**src/rtl/io_device_decoder.sv**
```systemverilog
// Registered device-select stage behind the I/O bridge: decodes adr[19:16] into a one-hot
// slot request and turns unmapped or silent devices into an all-ones ack plus an error report.
module io_device_decoder #(
  parameter int NDEV    = 8,
  parameter int TIMEOUT = 255
) (
  input  logic                 clk_i,
  input  logic                 rst_ni,
  input  logic                 m_cyc_i,
  input  logic                 m_stb_i,
  output logic                 m_ack_o,
  input  logic                 m_we_i,
  input  logic [3:0]           m_sel_i,
  input  logic [31:0]          m_adr_i,
  input  logic [31:0]          m_dat_i,
  output logic [31:0]          m_dat_o,
  output logic [NDEV-1:0]      dev_cyc_o,
  output logic [NDEV-1:0]      dev_stb_o,
  input  logic [NDEV-1:0]      dev_ack_i,
  output logic                 dev_we_o,
  output logic [3:0]           dev_sel_o,
  output logic [31:0]          dev_adr_o,
  output logic [31:0]          dev_dat_o,
  input  logic [32*NDEV-1:0]   dev_dat_i,
  output logic                 err_o,
  output logic [31:0]          err_adr_o,
  output logic                 err_tmo_o
);

  // state  | meaning
  // IDLE   | waiting for a new request from the bridge
  // ACCESS | one slot selected, waiting for its ack, an abort or the timeout
  // RESP   | holding ack/data until the bridge drops stb or cyc

  localparam int            CW      = (TIMEOUT > 0) ? $clog2(TIMEOUT + 1) : 1;
  localparam logic [CW-1:0] CNT_MAX = CW'(TIMEOUT);

  typedef enum logic [1:0] {
    IDLE,
    ACCESS,
    RESP
  } state_t;

  state_t          state_q, state_d;
  logic [CW-1:0]   cnt_q, cnt_d;
  logic [NDEV-1:0] slot_q, slot_d;
  logic            ack_d;
  logic [31:0]     mdat_d;
  logic            we_d;
  logic [3:0]      bsel_d;
  logic [31:0]     adr_d;
  logic [31:0]     wdat_d;
  logic            err_d;
  logic [31:0]     err_adr_d;
  logic            err_tmo_d;

  logic [3:0]      req_slot;
  logic            req_valid;
  logic            req_mapped;
  logic            ack_hit;
  logic [NDEV-1:0] req_onehot;
  logic [31:0]     sel_rdata;

  assign req_slot   = m_adr_i[19:16];
  assign req_valid  = m_cyc_i & m_stb_i & ~m_ack_o;
  // Slot 2 is the FTA window and is never forwarded, whatever NDEV is.
  assign req_mapped = (req_slot != 4'd2) && (int'(req_slot) < NDEV);
  assign ack_hit    = |(dev_ack_i & slot_q);

  assign dev_cyc_o  = slot_q;
  assign dev_stb_o  = slot_q;

  always_comb begin
    req_onehot = '0;
    for (int k = 0; k < NDEV; k++) begin
      if (int'(req_slot) == k) req_onehot[k] = 1'b1;
    end
  end

  always_comb begin
    sel_rdata = '0;
    for (int k = 0; k < NDEV; k++) begin
      sel_rdata = sel_rdata | (dev_dat_i[32*k +: 32] & {32{slot_q[k]}});
    end
  end

  always_comb begin
    state_d   = state_q;
    cnt_d     = cnt_q;
    slot_d    = slot_q;
    ack_d     = m_ack_o;
    mdat_d    = m_dat_o;
    we_d      = dev_we_o;
    bsel_d    = dev_sel_o;
    adr_d     = dev_adr_o;
    wdat_d    = dev_dat_o;
    err_d     = 1'b0;
    err_adr_d = err_adr_o;
    err_tmo_d = err_tmo_o;
    unique case (state_q)
      IDLE: begin
        if (req_valid) begin
          we_d   = m_we_i;
          bsel_d = m_sel_i;
          adr_d  = m_adr_i;
          wdat_d = m_dat_i;
          if (req_mapped) begin
            slot_d  = req_onehot;
            cnt_d   = '0;
            state_d = ACCESS;
          end else begin
            mdat_d    = '1;
            ack_d     = 1'b1;
            err_d     = 1'b1;
            err_adr_d = m_adr_i;
            err_tmo_d = 1'b0;
            state_d   = RESP;
          end
        end
      end
      ACCESS: begin
        // A device ack wins over a simultaneous cyc drop so completed writes are reported.
        if (ack_hit) begin
          mdat_d  = dev_we_o ? 32'h0 : sel_rdata;
          slot_d  = '0;
          ack_d   = 1'b1;
          state_d = RESP;
        end else if (!m_cyc_i) begin
          slot_d  = '0;
          state_d = IDLE;
        end else if (cnt_q == CNT_MAX) begin
          slot_d    = '0;
          mdat_d    = '1;
          ack_d     = 1'b1;
          err_d     = 1'b1;
          err_adr_d = dev_adr_o;
          err_tmo_d = 1'b1;
          state_d   = RESP;
        end else begin
          cnt_d = cnt_q + CW'(1);
        end
      end
      RESP: begin
        if (!m_stb_i || !m_cyc_i) begin
          ack_d   = 1'b0;
          mdat_d  = '0;
          state_d = IDLE;
        end
      end
      default: state_d = IDLE;
    endcase
  end

  always_ff @(posedge clk_i or negedge rst_ni) begin
    if (!rst_ni) begin
      state_q   <= IDLE;
      cnt_q     <= '0;
      slot_q    <= '0;
      m_ack_o   <= 1'b0;
      m_dat_o   <= '0;
      dev_we_o  <= 1'b0;
      dev_sel_o <= '0;
      dev_adr_o <= '0;
      dev_dat_o <= '0;
      err_o     <= 1'b0;
      err_adr_o <= '0;
      err_tmo_o <= 1'b0;
    end else begin
      state_q   <= state_d;
      cnt_q     <= cnt_d;
      slot_q    <= slot_d;
      m_ack_o   <= ack_d;
      m_dat_o   <= mdat_d;
      dev_we_o  <= we_d;
      dev_sel_o <= bsel_d;
      dev_adr_o <= adr_d;
      dev_dat_o <= wdat_d;
      err_o     <= err_d;
      err_adr_o <= err_adr_d;
      err_tmo_o <= err_tmo_d;
    end
  end

endmodule

```
**config.mk**
```make
export PLATFORM = sky130hd
export DESIGN_NAME = io_device_decoder
export DESIGN_NICKNAME = d
export VERILOG_FILES = /design/src/rtl/io_device_decoder.sv
export SDC_FILE = /design/constraint.sdc
export NUM_CORES = 1
export LEC_CHECK = 0
export ABC_CLOCK_PERIOD_IN_PS = 5250
export BUFFER_PORTS_ARGS = -buffer_cell sky130_fd_sc_hd__buf_2
export CORE_AREA = 2 2 189 191
export DETAILED_ROUTE_END_ITERATION = 16
export DIE_AREA = 0 0 191 193
export GPL_TIMING_DRIVEN = 0
export PLACE_DENSITY = 0.58
export SYNTH_ARGS = -nofsm -noshare
export SYNTH_HDL_FRONTEND = slang
export SYNTH_SLANG_ARGS = --single-unit
```
**constraint.sdc**
```tcl
create_clock -name clk_i -period 5.25 [get_ports clk_i]
set_input_delay 0.2625 -clock clk_i [delete_from_list [all_inputs] [get_ports clk_i]]
set_output_delay 0.2625 -clock clk_i [all_outputs]
set_load 0.01 [all_outputs]
```
==> run_results.csv <==
group,metric,value,unit
yosys,synth_enable_flop_cells,0,
worst_setup_path,max_stage_delay,730,ps
worst_setup_path,worstPathCellList,"buf_2 -> clkbuf_1 -> a22oi_1 -> a41o_1 -> nand3_1 -> a32o_1",
placement,numPortBuffers,487,
timing,setup_viol,0,
yosys,synth-adder-area-share,0.155,%
worst_setup_path,timing.critical_path.from,"dev_cyc_o[3]$_DFFE_PN0P_",
worst_setup_path,reg2reg_to,"m_dat_o[31]$_DFFE_PN0P_",
cells_and_area,synthToLayoutAreaGrowth,45.7,%
yosys,synth_top_family_by_area,"compound AO/OA/AOI/OAI gates",
clock_tree,cts-htree-levels,4,
worst_setup_path,crit_end_element,"flop",
floorplan,ioPinCount,489,
global_route,antenna_found_initial,21,
yosys,ys_async_rst_share,100,%
cells_and_area,design.final.nets,1592,
timing,finalHoldViolCount,0,
clock_tree,clock_tree.buffer_depth,2,
yosys,count_of_distinct_cell_types_in_the_synthesized_netlist,45,
detailed_routing,per_cell_via_count_in_the_routed_design,5.14,
pwr,power.sequential.fraction,34.6,%
floorplan,die_y,193,µm
detailed_routing,detail_route.drc_violations,0,
clock_tree,tritoncts,"done",
detailed_routing,ant_nets,0,
worst_setup_path,critical_path_source_type,"flop",
yosys,synth_compound_area_share,23.1,%
floorplan,initial_core_util,23.1,%
worst_setup_path,worst-endpoint-required,5600,ps
placement,globalplace.congestion,0.998,
yosys,synth.yosys.warnings,0,
pwr,ir_drop,0.000257,V
yosys,synth-simple-area-share,9.90,%
worst_setup_path,timing.reg2reg.worst_path_depth,6,
timing,final_period_util,53.1,%
pwr,total_switching_power,0.00239,W
worst_setup_path,critical_r2r_launch,"dev_cyc_o[3]$_DFFE_PN0P_",
clock_tree,cts.sinks,154,
detailed_routing,firstDrtPassIters,6,
worst_setup_path,reg2reg_slack,2460,ps
yosys,post_synth.cell_area_avg,10.8,µm²
worst_setup_path,cp_data_arrival_time,3140,ps
timing,finalMaxSlewViolations,0,
global_route,grt_use_met1,26.5,%
timing,fin_worst_skew,12.3,ps
yosys,yosys_register_bits,154,
worst_setup_path,crit_end,"m_dat_o[31]$_DFFE_PN0P_",
global_route,maximum_number_of_pins_on_one_net_before_global_route_repair,80,
detailed_routing,count_of_vias_placed_by_the_detailed_router,8975,
floorplan,die_x,191,µm
detailed_routing,first_iter_violations,722,
floorplan,rows,69,
status,run_status,"completed",
global_route,globalRouteMet3Util,7.71,%
global_route,globalRouteTotalUtil,23.5,%
cells_and_area,final_layout_size_suffix_gt1_share,51.5,%
global_route,use_met2,39.3,%
yosys,dominantRegCellSynth,"dfrtp_1",
clock_tree,clkSlewWorstSetupHoldPaths,80,ps
pwr,powerDensity,501,nW/µm²
clock_tree,root_buffer,"clkbuf_16",
timing,timing.setup.tns,0,ps
pwr,comb_power_share,44.2,%
pwr,swShare,40.6,%
worst_setup_path,highest_net_fanout_along_the_worst_path,10,
global_route,globalRoute.busiestLayer,"met2",
timing,worst_pin_slew,1120,ps
cells_and_area,layout.core_utilization,33.6,%
clock_tree,cts_made_buffers,17,
yosys,synthXorXnorAreaFrac,0,%
timing,fmax,359,MHz
floorplan,core_area,35000,µm²
pwr,clkPwrFrac,21.2,%
worst_setup_path,timing_worst_setup_path_type,"reg -> reg",
flow_run,maxCapViolations,0,
yosys,synthMuxAreaShare,14.1,%
pwr,leakagePower,5.48,nW
global_route,grt_pass1_vias,9018,
yosys,seq_area_frac_synth,47.8,%
yosys,syn-num-nets,1084,
placement,detailed_place_hpwl,35.2,mm
yosys,syn-instance-count,746,
global_route,overflow,0,
min_path,worst_hold_path_type,"in -> reg",
clock_tree,clock_latency,430,ps
timing,relSlewSlack,25.3,%
yosys,syn_area,8070,µm²
global_route,grt_pass1_wl,61.8,mm
timing,post-route-min-period,2790,ps
worst_setup_path,critical-path-slowest-cell,"clkbuf_1",
detailed_routing,postRouteWirelength,45.0,mm
detailed_routing,wire_per_inst,25.7,µm
floorplan,die_area,36900,µm²
timing,rsz0062_at_grt,"false",
pwr,cellInternalPower,0.00350,W
[worst max-delay path, delay by kind of cell (launching register included)]
family	cells	cell delay [ps]
AND/OR/NAND/NOR	1	80
buffers and inverters	2	1120
flip-flops	1	530
AO/OA/AOI/OAI	3	980
[power groups by stage]
stage               registers, W  clock network, W  logic, W
finish                   0.00204           0.00125   0.00260
global placement         0.00202                 0   0.00259
global route             0.00211           0.00133   0.00279
CTS                      0.00204           0.00128   0.00262
floorplan                0.00228                 0   0.00109
detailed placement       0.00205                 0   0.00261
[worst min path at each step]
stage	start	end	slack, ps	cells past startpoint
floorplan	rst_ni	cnt_q[0]$_DFFE_PN0P_	-30	0
global placement	err_tmo_o$_DFFE_PN0P_	err_tmo_o$_DFFE_PN0P_	480	2
detailed placement	rst_ni	dev_dat_o[20]$_DFFE_PN0P_	310	1
CTS	m_dat_i[8]	dev_dat_o[8]$_DFFE_PN0P_	30	2
global route	m_dat_i[17]	dev_dat_o[17]$_DFFE_PN0P_	40	2
finish	m_dat_i[8]	dev_dat_o[8]$_DFFE_PN0P_	60	2
[logic make-up (layout without fill, tap and decap cells)]
group	count (synthesis)	count (layout)
AO/OA/AOI/OAI	230	230
other	0	18
buffers and inverters	84	605
multiplexers	101	101
adder cells (fa/ha/maj)	1	1
AND/OR/NAND/NOR	176	176
flip-flops	154	154
[layout make-up]
cell class | count | area (µm²)
clock buffers | 18 | 429
flip-flops and latches | 154 | 3850
well taps | 461 | 577
clock inverters | 14 | 148
multi-input cells | 508 | 3810
diodes | 18 | 45.0
plain buffers | 82 | 395
fillers | 3676 | 23200
inverters | 2 | 7.51
repair buffers | 489 | 2480
[cell usage after synthesis, types with 2 or more instances]
master / count / share of area, %
clkbuf_1: 44 / 2.0
nand3_1: 35 / 2.2
o21ai_0: 5 / 0.31
buf_4: 11 / 1.0
nand2_1: 114 / 5.3
a32o_1: 32 / 4.0
o22ai_1: 4 / 0.31
dfrtp_1: 154 / 48
o211ai_1: 5 / 0.47
buf_6: 4 / 0.56
buf_1: 10 / 0.47
o32ai_1: 3 / 0.33
and4_1: 2 / 0.22
nand4_1: 3 / 0.23
a41o_1: 32 / 4.0
or4_1: 5 / 0.47
nand2b_1: 2 / 0.16
mux2_2: 100 / 14
inv_1: 2 / 0.093
o31ai_1: 4 / 0.37
and3_1: 3 / 0.23
a21oi_1: 5 / 0.31
a22oi_1: 132 / 12
nor3_1: 2 / 0.12
buf_2: 12 / 0.74
nor2_1: 2 / 0.093
[layout by cell type (no fill, tap or decap), types with 10 or more instances in the layout]
cell type  instances
buf_2            498
dfrtp_1          154
a22oi_1          132
nand2_1          114
mux2_2           100
clkbuf_1          45
nand3_1           35
a41o_1            32
a32o_1            32
diode_2           18
clkbuf_16         17
buf_4             11
buf_1             10
[registers in the layout, summed over array words and instances (netlist names)]
register / flops
dev_adr_o: 32
dev_dat_o: 32
err_adr_o: 32
m_dat_o: 32
cnt_q: 8
dev_cyc_o: 8
dev_sel_o: 4
state_q: 2
dev_we_o: 1
err_o: 1
err_tmo_o: 1
m_ack_o: 1
[routing by layer]
layer	wire length, µm	part of all wire [%]
met1	17100	38
met3	3980	8.9
met2	22000	49
met5	50	0.11
met4	1800	4.0
[stage by stage]
step / setup slack, ps / cells / power [W] / hold slack (ps) / instance area (µm²)
6_report: 2460 / 1746 / 0.00589 / 56.9 / 11800
5_1_grt: 2360 / 1743 / 0.00623 / 35.7 / 11700
4_1_cts: 2430 / 1728 / 0.00593 / 34.0 / 11700
3_5_place_dp: 2470 / 1695 / 0.00466 / 308 / 11100
3_3_place_gp: 1390 / 1694 / 0.00461 / 480 / 11100
2_1_floorplan: 3380 / 746 / 0.00337 / -33.1 / 8070
[repair_timing]
| item | in CTS | in global routing |
|---|---|---|
| endpoints found under the hold margin | 78 | 0 |
| resized for setup | 0 | 0 |
| buffers inserted | 0 | 0 |
| hold buffers | 1 | 0 |
| setup endpoints to repair | 0 | 0 |
Note: power is estimated with default switching activity, not from simulation.
